$ cat config.mk
export PLATFORM = sky130hd
export DESIGN_NAME = fetch_unit
export DESIGN_NICKNAME = d
export VERILOG_FILES = /design/src/rtl/fetch_unit.sv
export SDC_FILE = /design/constraint.sdc
export NUM_CORES = 1
export LEC_CHECK = 0
export CAP_MARGIN = 20
export CELL_PAD_IN_SITES_DETAIL_PLACEMENT = 0
export CELL_PAD_IN_SITES_GLOBAL_PLACEMENT = 2
export CORE_MARGIN = 2
export CORE_UTILIZATION = 32
export DETAILED_ROUTE_END_ITERATION = 10
export PLACE_DENSITY_LB_ADDON = 0.25
export SKIP_CTS_REPAIR_TIMING = 1
export SYNTH_ARGS = -nofsm -noshare
export SYNTH_HDL_FRONTEND = slang
export SYNTH_SLANG_ARGS = --single-unit
$ cat constraint.sdc
create_clock -name clk -period 2.9 [get_ports clk]
set_input_delay 0.725 -clock clk [delete_from_list [all_inputs] [get_ports clk]]
set_output_delay 0.725 -clock clk [all_outputs]
set_load 0.01 [all_outputs]
$ cat src/rtl/fetch_unit.sv
// fetch_unit: instruction fetch stage downstream of the program counter.
//
// Owns the fetch address, issues in-order reads to instruction memory and
// buffers returned words with their addresses in a DEPTH-entry FIFO for
// decode. A redirect reloads the fetch address, empties the FIFO and marks
// every outstanding read as stale so its response is thrown away on arrival.
//
// Ports:
//   clk, reset          clock, asynchronous active-low reset
//   halt                blocks new requests (responses/pops/redirects continue)
//   redirect_valid/_pc  branch redirect strobe and target address
//   imem_req_*          read request handshake, imem_addr = fetch address
//   imem_rsp_*          in-order read data return, one per accepted request
//   inst_valid/_ready   instruction handshake towards decode
//   inst_data, inst_pc  FIFO head word and its address (0 while empty)
//   fetch_count         delivered-instruction count (FETCH_STATS_EN only)
//
// Optional feature macro: FETCH_STATS_EN adds the fetch_count port/counter.
module fetch_unit #(
    parameter int ADDR_W = 4,
    parameter int DATA_W = 16,
    parameter int DEPTH  = 2
) (
    input  logic              clk,
    input  logic              reset,
    input  logic              halt,
    input  logic              redirect_valid,
    input  logic [ADDR_W-1:0] redirect_pc,
    output logic              imem_req_valid,
    input  logic              imem_req_ready,
    output logic [ADDR_W-1:0] imem_addr,
    input  logic              imem_rsp_valid,
    input  logic [DATA_W-1:0] imem_rsp_data,
    output logic              inst_valid,
    input  logic              inst_ready,
    output logic [DATA_W-1:0] inst_data,
`ifdef FETCH_STATS_EN
    output logic [15:0]       fetch_count,
`endif
    output logic [ADDR_W-1:0] inst_pc
);
    localparam int PW = (DEPTH > 1) ? $clog2(DEPTH) : 1;
    localparam int CW = PW + 1;
    localparam int SW = CW + 1;

    logic [ADDR_W-1:0] pc;
    logic [CW-1:0]     live;
    logic [CW-1:0]     drop;
    logic [CW-1:0]     fifo_cnt;
    logic [PW-1:0]     tag_wr, tag_rd;
    logic [PW-1:0]     fifo_wr, fifo_rd;
    logic [ADDR_W-1:0] tag_q [DEPTH];
    logic [DATA_W-1:0] fifo_data_p1 [DEPTH];
    logic [ADDR_W-1:0] fifo_pc_p1 [DEPTH];

    logic [SW-1:0] kept_slots;
    logic [SW-1:0] inflight;
    logic          issue;
    logic          rsp_keep;
    logic          rsp_drop;
    logic          pop;

    // Request gate and handshake decode. A slot in the FIFO is reserved for
    // every live request, so a kept response always has room to land. A
    // redirect discards any response arriving with it and ignores any pop.
    always_comb begin
        kept_slots     = SW'(live) + SW'(fifo_cnt);
        inflight       = SW'(live) + SW'(drop);
        imem_req_valid = reset && !halt && !redirect_valid &&
                         (kept_slots < SW'(DEPTH)) && (inflight < SW'(DEPTH));
        imem_addr      = pc;
        issue          = imem_req_valid && imem_req_ready;
        rsp_drop       = imem_rsp_valid && ((drop != '0) || redirect_valid);
        rsp_keep       = imem_rsp_valid && (drop == '0) && !redirect_valid;
        inst_valid     = (fifo_cnt != '0);
        pop            = inst_valid && inst_ready && !redirect_valid;
        inst_data      = inst_valid ? fifo_data_p1[fifo_rd] : '0;
        inst_pc        = inst_valid ? fifo_pc_p1[fifo_rd] : '0;
    end

    // Control state: fetch address, in-flight accounting, queue pointers.
    always_ff @(posedge clk or negedge reset) begin
        if (!reset) begin
            pc       <= '0;
            live     <= '0;
            drop     <= '0;
            tag_wr   <= '0;
            tag_rd   <= '0;
            fifo_wr  <= '0;
            fifo_rd  <= '0;
            fifo_cnt <= '0;
        end else if (redirect_valid) begin
            pc       <= redirect_pc;
            live     <= '0;
            // Everything still outstanding becomes stale, less the response
            // that completes (and is discarded) in this very cycle.
            drop     <= drop + live - CW'(imem_rsp_valid);
            tag_wr   <= '0;
            tag_rd   <= '0;
            fifo_wr  <= '0;
            fifo_rd  <= '0;
            fifo_cnt <= '0;
        end else begin
            if (issue) begin
                pc     <= pc + ADDR_W'(1);
                tag_wr <= tag_wr + PW'(1);
            end
            if (rsp_keep) begin
                tag_rd  <= tag_rd + PW'(1);
                fifo_wr <= fifo_wr + PW'(1);
            end
            if (pop) begin
                fifo_rd <= fifo_rd + PW'(1);
            end
            live     <= live + CW'(issue) - CW'(rsp_keep);
            drop     <= drop - CW'(rsp_drop);
            fifo_cnt <= fifo_cnt + CW'(rsp_keep) - CW'(pop);
        end
    end

    // Storage: tag queue and instruction FIFO payload (validity is tracked
    // by the pointers/counters above, so the payload needs no reset).
    always_ff @(posedge clk) begin
        if (issue) begin
            tag_q[tag_wr] <= pc;
        end
        if (rsp_keep) begin
            fifo_data_p1[fifo_wr] <= imem_rsp_data;
            fifo_pc_p1[fifo_wr]   <= tag_q[tag_rd];
        end
    end

`ifdef FETCH_STATS_EN
    always_ff @(posedge clk or negedge reset) begin
        if (!reset) begin
            fetch_count <= '0;
        end else if (pop) begin
            fetch_count <= fetch_count + 16'd1;
        end
    end
`endif

endmodule
# Word level (Yosys, flattened, before mapping)
# Memories as Yosys holds them, arrays and structs flattened.
# Index checks and enable logic that the tools add are counted.
[word_totals] ramBits=48 input_bits=27 regBits=14 n_memories=3 output_inout_bits=26
[classes] n_reduce_logical=19 addsub=14 muxes=19 n_lt_le_gt_ge=2
[mem_list] memory="fifo_data_p1" depth=2 width=16 read_ports=1 rd_ports_with_merged_regs=0 wr=1 line="53" text="logic [DATA_W-1:0] fifo_data_p1 [DEPTH];"
[mem_list] memory="fifo_pc_p1" depth=2 width=4 read_ports=1 rd_ports_with_merged_regs=0 wr=1 line="54" text="logic [ADDR_W-1:0] fifo_pc_p1 [DEPTH];"
[mem_list] memory="tag_q" depth=2 width=4 read_ports=1 rd_ports_with_merged_regs=0 wr=1 line="52" text="logic [ADDR_W-1:0] tag_q [DEPTH];"
[ops] operator="16-bit two-way mux" n=1
[ops] operator="1-bit two-way mux" n=12
[ops] operator="4-bit two-way mux" n=3
[ops] operator="1-bit logical AND" n=10
[ops] operator="2-bit nonzero test" n=5
[ops] operator="2-bit by 1-bit subtractor with 2-bit output" n=4
[ops] operator="2-bit by 2-bit adder with 3-bit output" n=2
[ops] operator="3-bit by 2-bit less-than comparator with 1-bit output, second input constant" n=2
[ops] operator="2-bit two-way mux" n=3
[ops] operator="1-bit adder, second input constant" n=4
[ops] operator="2-bit by 1-bit adder with 2-bit output" n=2
[ops] operator="4-bit by 1-bit adder with 4-bit output, second input constant" n=1
[ops] operator="2-bit adder" n=1
[ops] operator="1-bit zero test" n=2
[ops] operator="2-bit zero test" n=1
[ops] operator="1-bit logical OR" n=1

# Longest topological paths before layout
# Gate-level depths: netlist of run 1.
[logic_depth] word_depth=9 mapped_depth=11

# Least setup slack after synthesis of run 1
# OpenSTA, ideal clock, no wires.
[synth_timing] path_kind="reg2out" start="reg live[0]" end="out imem_req_valid" n_path_buf=1 setup_slack_ns=0.086 t_arrival_ns=2.089 path_stages_with_launch=6 path_cell_list="dfrtp_1 and2_1 fa_1 or4_1 buf_2 nor4b_1"
[synth_between] elab_chain_len=4 elab_cells_between_ends=6 classes_between="add/sub (2); order compare (2); reduce/logical (2)"
[synth_rtl] element="from (decl)" line="47" text="logic [CW-1:0] live;"
[synth_rtl] element="from (signal assigned)" line="115" text="live <= live + CW'(issue) - CW'(rsp_keep);"
[synth_rtl] element="2-bit by 2-bit adder with 3-bit output" line="67" text="kept_slots = SW'(live) + SW'(fifo_cnt);"
[synth_rtl] element="3-bit by 2-bit less-than comparator with 1-bit output" line="70" text="(kept_slots < SW'(DEPTH)) && (inflight < SW'(DEPTH));"
[synth_rtl] element="1-bit logical AND" line="69" text="imem_req_valid = reset && !halt && !redirect_valid &&"
[synth_rtl] element="1-bit logical AND (*)" line="70"
[synth_rtl] element="to (decl)" line="29" text="output logic imem_req_valid,"
# Mark *: on every way between the ends. The rest lies on a longest branch, timed or not.

# Worst setup path in the final report of run 1
# Ends and elaborated chain as after synthesis.

==> results of run 1 <==
-- final cells by class --
type / count / area [um2] / area share [%]
flip-flops and latches: 62 / 1792 / 49.09
multi-input cells: 114 / 857.1 / 23.48
repair buffers: 71 / 658.1 / 18.03
clock buffers: 12 / 155.1 / 4.251
well taps: 105 / 131.4 / 3.600
inverters: 9 / 33.78 / 0.9256
clock inverters: 4 / 22.52 / 0.6171
-- through the flow --
stage               worst slack [ps]  setup TNS, ps  cells
global route                  -168.5         -168.5    377
detailed placement            -285.4         -285.4    360
CTS                           -662.9         -662.9    376
floorplan                      85.80              0    195
finish                        -97.05         -97.05    377
global placement              -224.8         -224.8    360
-- registers in the layout, summed over array words and instances (netlist names) --
register / cells
drop: 2
fifo_cnt: 2
fifo_data_p1: 32
fifo_pc_p1: 8
fifo_rd: 1
fifo_wr: 1
imem_addr: 4
live: 2
tag_q: 8
tag_rd: 1
tag_wr: 1
-- synth_stat cells (2+ instances only) --
master    number
nor2b_1        7
clkbuf_1       6
and2_1         2
edfxtp_1      48
fa_1           2
inv_1          9
a21oi_1        2
o211ai_1       2
nor2_1        31
buf_1          2
dfrtp_1       14
nand2_1        4
xor2_1         6
o21ai_0        6
ha_1           9
mux2i_1       20
xnor2_1        5
mux2_2         4
-- metal layers --
layer,global-route usage (%),vias up
li1,-,832
met2,17.88,45
met5,0,-
met4,6.071,0
met1,14.60,753
met3,2.349,7
-- how the worst max path moves through the flow --
stage | to | cells after the start | from
2_1_floorplan | imem_req_valid | 5 | live[0]
3_3_place_gp | imem_req_valid | 5 | live[0]
3_5_place_dp | imem_req_valid | 5 | live[0]
4_1_cts | imem_req_valid | 5 | live[0]
5_1_grt | imem_req_valid | 5 | live[0]
6_report | imem_req_valid | 5 | live[0]
-- tightest hold or removal path: stages (launching register included) --
cell and delay [ps]:
dfrtp_1 360, xor2_1 70, nor2_1 80
-- power by group through the flow --
stage          Clock, mW  Sequential (mW)  Combinational (mW)
4_1_cts            0.683             1.10               0.713
3_5_place_dp           0             1.12               0.707
2_1_floorplan          0             1.12               0.375
3_3_place_gp           0             1.11               0.710
6_report           0.656             1.10               0.718
5_1_grt            0.717             1.11               0.800
-- cell families (layout without fill, tap and decap cells) --
logic type	Yosys count	after routing	share of synthesized area [%]
AND/OR/NAND/NOR	55	55	9.820
flip-flops	62	62	66.02
XOR/XNOR	11	11	3.550
buffers and inverters	19	96	2.950
multiplexers	24	24	9.036
adder cells (fa/ha/maj)	11	11	5.625
AO/OA/AOI/OAI	13	13	2.997
==> impl_metrics.csv, run 1 <==
group,metric,value,unit
placement,hpwl,3.410,mm
grt,first_global_vias,1610,
floorplan,ios,53,
grt,antenna_found_initial,0,
worst_hold_path,worst_hold_path_type,"reg2reg",
finish,nNetsFinal,305,
grt,grt_max_degree,22,
drt,top_layer_used,"met4",
drt,vias,1637,
yosys,syn_nets,233,
power,peakVddDrop,0.0002762,V
setup_path,crit_chain,"and2_4 -> fa_1 -> or4_4 -> nor4b_2 -> buf_2",
worst_hold_path,min_to,"fifo_rd",
floorplan,core,8217,um2
yosys,synthFlopType,"edfxtp_1",
timing,slew_violations,0,
floorplan,die_x,96.09,um
floorplan,initial_core_util,33.03,%
timing,min_period,2997,ps
yosys,ys_async_sr_fraction,22.58,%
drt,dr_wl_met3,243,um
power,combPwrFrac,29.0,%
clock_tree,numClockSinks,62,
yosys,post-synth-top-area-cell,"edfxtp_1",
setup_path,worstPathMaxFanout,3,
setup_path,critical_path_arrival,2270,ps
drt,wl_met2,2.220,mm
setup_path,crit_family,"simple AND/OR/NAND/NOR gates",
power,pwr-share-seq,44.5,%
timing,setup_violations,1,
floorplan,die_area,9233,um2
drt,met1_length,2.320,mm
yosys,yosysUniqueCellTypes,34,
yosys,ys_seq_area_share,66.02,%
clock_tree,clk-insertion-delay-late,330,ps
floorplan,rows,33,
placement,post_dp_cell_area,3457,um2
timing,maxSlewHeadroom,70.79,%
setup_path,rr_endpoint,"live[1]",
setup_path,reg2reg_from,"live[0]",
finish,finalInstanceArea,3650,um2
timing,fmax,333.7,MHz
setup_path,crit_buf_inv,1,
power,switching_share,27.86,%
timing,whs,550.5,ps
finish,area_delta_synth_final,34.49,%
setup_path,required,2170,ps
yosys,synth-edff-count,48,
finish,drive_above_1_share,16.18,%
job,maxCapViolCount,0,
drt,dr.pass1.iters,3,
drt,ant_nets,0,
yosys,synthDominantCellAreaShare,53.11,%
finish,final_cell_mix,"51 x clkdlybuf4s50_1, 48 x edfxtp_1, 30 x nor2_1",
timing,grt_setup_unrepaired,"yes",
clock_tree,cts_buffers,9,
timing,hold_violations,0,
grt,overflow,0,
yosys,yosys_warnings,0,
placement,io_buffers,52,
yosys,synth.top_cells.by_area,"edfxtp_1 53%, dfrtp_1 13%, mux2i_1 7.4%",
worst_hold_path,min_path_cells,2,
drt,drtIter0Drc,36,
setup_path,crit_path_start_kind,"flip-flop",
yosys,synth.avg_cell_area,13.92,um2
power,p_per_area,678.1,nW/um2
clock_tree,ctsRootBufferMaster,"clkbuf_8",
setup_path,max_stage_delay,500,ps
worst_hold_path,min_from,"fifo_rd",
timing,setup_ws,-97.05,ps
floorplan,die_y,96.09,um
yosys,ys_ff_latch,62,
finish,postLayoutCoreUtil,44.42,%
finish,mostFrequentLayoutCell,"clkdlybuf4s50_1",
power,power,2.475,mW
power,p_clk_share,26.5,%
yosys,syn-cell-area,2714,um2
clock_tree,cts_tree,"done",
clock_tree,path_clk_slew,70,ps
placement,gp_congestion,0.7815,
grt,grt_pass1_wl,7.700,mm
setup_path,critical_path_class,"reg2out",
power,power_leakage,1.373,nW
drt,avgViaCountPerCell,4.342,
yosys,synthCells,195,
power,intPower,1.785,mW
finish,fillCellCount,769,
setup_path,cp-end-kind,"primary output",
timing,finalCritPeriodShare,103.3,%
clock_tree,cts_max_level,3,
power,switching_power,0.6894,mW
setup_path,cp_slowest_cell,"or4_4",
clock_tree,cts_max_path_buffers,2,
finish,n_antenna_cell,0,
timing,skew,15.17,ps
grt,grt_util_all_layers,11.33,%
drt,drc,0,
setup_path,rr_worst_depth,10,
run_status,status,"finished with violations",
drt,wire_per_inst,12.90,um
run_status,violations,"setup timing",
timing,worst_pin_slew,437.3,ps
drt,routed_wl,4.865,mm
setup_path,timing.reg2reg.setup_slack,160,ps
(Power assumes the default switching activity.)
==> run 2: changes to the inputs <==
- HOLD_SLACK_MARGIN: not set -> 0.02
==> results of run 2 <==
The final DEF is identical to that of run 1; final timing and power are the same.
